`config.mk`:
```
export PLATFORM = sky130hd
export DESIGN_NAME = sdram_rom_port
export DESIGN_NICKNAME = d
export VERILOG_FILES = /design/src/rtl/sdram_rom_port.sv
export SDC_FILE = /design/constraint.sdc
export NUM_CORES = 1
export LEC_CHECK = 0
export BUFFER_PORTS_ARGS = -buffer_cell sky130_fd_sc_hd__clkbuf_2
export CORE_ASPECT_RATIO = 1.4
export CORE_MARGIN = 4
export CORE_UTILIZATION = 45
export CTS_CLUSTER_SIZE = 8
export DETAILED_ROUTE_END_ITERATION = 6
export PLACE_DENSITY = 0.75
export SLEW_MARGIN = 20
export SYNTH_ARGS = -nofsm -noshare
export SYNTH_HDL_FRONTEND = slang
export SYNTH_SLANG_ARGS = --single-unit
```
`constraint.sdc`:
```
create_clock -name clk -period 2.7 [get_ports clk]
set_input_delay 0.81 -clock clk [delete_from_list [all_inputs] [get_ports clk]]
set_output_delay 0.81 -clock clk [all_outputs]
set_load 0.05 [all_outputs]
```
`src/rtl/sdram_rom_port.sv`:
```
// sdram_rom_port: serialises ROM download writes and two 32-bit ROM readers onto one SDRAM controller port
module sdram_rom_port #(
  parameter int CAP_CYCLE  = 7,
  parameter int LAST_CYCLE = 15
) (
  input  logic        clk,
  input  logic        reset,
  input  logic [4:0]  sm_cycle,
  input  logic [15:0] sd_data_in,
  input  logic        dl_wr,
  input  logic [24:0] dl_addr,
  input  logic [7:0]  dl_data,
  output logic        dl_ready,
  input  logic        c0_req,
  input  logic [24:0] c0_addr,
  output logic        c0_ack,
  output logic [31:0] c0_data,
  input  logic        c1_req,
  input  logic [24:0] c1_addr,
  output logic        c1_ack,
  output logic [31:0] c1_data,
  output logic        sdr_we,
  output logic        sdr_rd,
  output logic [24:0] sdr_addr,
  output logic [7:0]  sdr_di
);
  typedef enum logic [1:0] {SYNC, IDLE, RUN} state_t;
  state_t      r_state;
  logic [1:0]  r_gnt;
  logic        r_rr;
  logic [31:0] r_cap;
  logic        w_c1;
  logic [24:0] w_raddr;
  assign w_c1    = c1_req & (~c0_req | r_rr);
  assign w_raddr = w_c1 ? c1_addr : c0_addr;
  always_ff @(posedge clk) begin
    if (reset) begin
      r_state  <= SYNC;
      r_gnt    <= 2'd0;
      r_rr     <= 1'b0;
      r_cap    <= 32'd0;
      sdr_we   <= 1'b0;
      sdr_rd   <= 1'b0;
      sdr_addr <= 25'd0;
      sdr_di   <= 8'd0;
      dl_ready <= 1'b0;
      c0_ack   <= 1'b0;
      c1_ack   <= 1'b0;
      c0_data  <= 32'd0;
      c1_data  <= 32'd0;
    end else begin
      dl_ready <= 1'b0;
      c0_ack   <= 1'b0;
      c1_ack   <= 1'b0;
      case (r_state)
        SYNC: if (sm_cycle == 5'd0) r_state <= IDLE;
        IDLE: if (sm_cycle == 5'd0 && (dl_wr | c0_req | c1_req)) begin
          r_state <= RUN;
          if (dl_wr) begin
            sdr_we   <= 1'b1;
            sdr_rd   <= 1'b0;
            sdr_addr <= dl_addr;
            sdr_di   <= dl_data;
            r_gnt    <= 2'd0;
          end else begin
            sdr_we   <= 1'b0;
            sdr_rd   <= 1'b1;
            sdr_addr <= w_raddr & ~25'd3;
            r_gnt    <= w_c1 ? 2'd2 : 2'd1;
            r_rr     <= ~w_c1;
          end
        end
        RUN: begin
          if (sm_cycle == 5'(CAP_CYCLE)) r_cap[15:0] <= sd_data_in;
          if (sm_cycle == 5'(CAP_CYCLE + 1)) r_cap[31:16] <= sd_data_in;
          if (sm_cycle == 5'(LAST_CYCLE)) begin
            r_state  <= IDLE;
            sdr_we   <= 1'b0;
            sdr_rd   <= 1'b0;
            dl_ready <= r_gnt == 2'd0;
            c0_ack   <= r_gnt == 2'd1;
            c1_ack   <= r_gnt == 2'd2;
            if (r_gnt == 2'd1) c0_data <= r_cap;
            if (r_gnt == 2'd2) c1_data <= r_cap;
          end
        end
        default: r_state <= SYNC;
      endcase
    end
  end
endmodule

```
==> impl_metrics.yaml <==
layout:
  stdcell_count: 987
  multi_input_area_mm2: 0.00219
  antenna_cells: 0
  area_growth_pct: 33.2
  regArea_mm2: 0.00278
  nFillCells: 1018
  layout-drive-gt1-share_pct: 30.5
  fin_nets: 940
  postLayoutCellArea_mm2: 0.00691
  final_util_pct: 61.2
synth:
  async_reset_ff_share_pct: 0
  synthFlopType: "dfxtp_1"
  yosysTopAreaCellShare_pct: 53.6
  yosysMostFrequentCell: "nand2_1"
  netlist-cell-type-count: 28
  ys_ff_latch: 139
  synth.net_count: 751
  yosys-top-cells-count: "nand2_1 (223), dfxtp_1 (139), a21oi_1 (104), clkbuf_1 (39), nor2_1 (34)"
  ys_warn_count: 0
  synth-edff-count: 0
  synthCells: 642
  synth_area_per_cell_um2: 8.08
  synth.area.top_cells: "dfxtp_1 (54%), nand2_1 (16%), a21oi_1 (10%), a311oi_1 (3.9%), a22oi_1 (3.3%)"
  syn-cell-area_mm2: 0.00519
  seq_area_frac_synth_pct: 53.6
  synth_top_cell_by_area: "dfxtp_1"
floorplanning:
  die_x_um: 98.7
  core_mm2: 0.0113
  ioPinCount: 211
  std_cell_rows: 46
  dieArea_mm2: 0.0133
  die_y_um: 135
  initial_utilization_pct: 46.0
setup_path:
  cp_slowest_cell: "or4_4"
  cp_slowest_stage_delay_ns: 0.59
  cp_cell_sequence: "clkbuf_2 > or4_4 > nor3b_4 > buf_12 > nand2b_1 > a31o_2"
  cp-start-kind: "input port"
  cp.required_ns: 3.01
  critical_path_buf_inv_count: 2
  critPathMaxFanout: 53
  crit_type: "in2reg"
  arrival_ns: 2.35
  critPathCaptureType: "flop"
  crit_family: "simple AND/OR/NAND/NOR gates"
clock_tree:
  htree_levels: 4
  clk_pin_slew_ns: 0.06
  hold_buffers: 0
  post_cts_buffers: 0
  cts_inserted_buffers: 17
  cts_tree: "done"
  clk_latency_ns: 0.41
  cts_resized: 0
  cts.sinks: 139
  cts_buffer_depth: 2
  cts-root-buf: "clkbuf_16"
drt:
  routed_via_density: 5.26
  vias: 5196
  drt_pass1_iterations: 5
  drt_iter0_markers: 238
  wl_per_cell_um: 15.4
  ant_nets: 0
  wl_mm: 15.2
  post-route-drc-count: 0
run:
  drv_cap: 0
grt:
  grt_pass1_wl_mm: 24.3
  grt_pass1_vias: 5142
  grt_max_degree: 57
  track_usage_pct: 22.7
  grt-ovfl-total: 0
  antenna_found_initial: 0
placed_design:
  place_area_mm2: 0.00633
  place.gp.congestion: 0.913
  numPlacedInstances: 956
  io_buffers: 206
  dp_hpwl_mm: 11.3
min_path:
  holdCritPathClass: "reg2reg"
sta:
  period_minus_slack_ns: 2.04
  setup-tns-final_ns: 0
  timing.fmax_mhz: 490
  setup_viol: 0
  hold_violations: 0
  max_slew.worst_pin.slew_ns: 0.548
  finalMaxSlewViolations: 0
  relSlewSlack_pct: 63.5
  fin_crit_sh_pct: 75.6
  fin_skew_ns: 0.0164
  rsz0062_at_grt: "false"
run_status:
  status: "completed"
power_and_ir_drop:
  power.density_mw_per_mm2: 652
  vdd_ir_drop_max_uv: 427
  p_leak_uw: 0.00285
layout make-up:
class / count / share of cell area (%)
clock buffer: 18 / 6.36
tap: 144 / 2.61
inverter: 1 / 0.0543
timing repair buffer: 222 / 16.9
sequential: 139 / 40.3
clock inverter: 13 / 2.05
multi-input combinational: 450 / 31.8
routing by layer:
| layer | part of all wire (%) | track usage [%] | up-vias | wire length, um |
|---|---|---|---|---|
| met1 | 38 | 25.5 | 2380 | 5730 |
| met5 | 0 | 0 | - | 0 |
| met2 | 50 | 39.6 | 238 | 7680 |
| met3 | 8.9 | 6.56 | 35 | 1360 |
| met4 | 3.0 | 10.2 | 0 | 454 |
| li1 | - | - | 2543 | - |
placed cells by master, fill, tap and decap left out, types with 2 or more instances in the layout:
master	n
nand2_1	223
clkbuf_2	205
dfxtp_1	139
a21oi_1	103
nor2_1	34
a22oi_1	23
a311oi_1	23
clkbuf_16	17
buf_4	16
mux2i_1	8
nand3_1	7
clkinv_2	4
nor2b_1	3
nor3b_1	3
nand4_1	2
and4_1	2
nand2b_1	2
and3b_1	2
nor4_1	2
nand3b_1	2
o21ai_0	2
and3_1	2
bufinv_16	2
clkinv_4	2
clkinvlp_4	2
inv_6	2
worst paths after layout:
path | start | to | slack, ns | cells after the start
max | sm_cycle[0] | r_rr | 0.66 | 6
min | c1_data[21] | c1_data[21] | 0.45 | 2
max reg2reg | r_state[1] | c0_data[18] | 0.88 | 5
min reg2reg | c1_data[21] | c1_data[21] | 0.45 | 2
power by group:
group	total, uW	internal, uW	switching [uW]
combinational	182	80.3	102
sequential	2050	2050	0.740
clock	2270	1390	881
sequential cells by signal, indices dropped and copies added, names as in the netlist, 2 cells and up:
name,cells
c0_data,32
c1_data,32
r_cap,32
sdr_addr,25
sdr_di,8
r_gnt,2
r_state,2
worst register-to-register path, stage by stage, from the launching register on:
cell	delay (ns)
dfxtp_1	0.36
nor2b_1	0.47
and4_1	0.27
buf_4	0.35
nand2_1	0.11
a21oi_1	0.16
metrics by stage:
| step | setup WS [ns] | hold WS [ns] | power (uW) |
|---|---|---|---|
| 3_3_place_gp | 0.275 | 0.440 | 2270 |
| 3_5_place_dp | 0.227 | 0.447 | 2280 |
| 2_1_floorplan | 0.494 | 0.439 | 2170 |
| 4_1_cts | 0.660 | 0.454 | 4540 |
| 5_1_grt | 0.592 | 0.469 | 4660 |
| 6_report | 0.660 | 0.450 | 4500 |
cell families (layout without fill, tap and decap cells):
family          Yosys count  after routing  share of synthesized area [%]
simple gates            288            288                           22.9
buf+inv                  53            254                           4.12
compound gates          154            154                           17.8
flops                   139            139                           53.6
mux                       8              8                           1.54
Note: power is estimated with default switching activity, not from simulation.
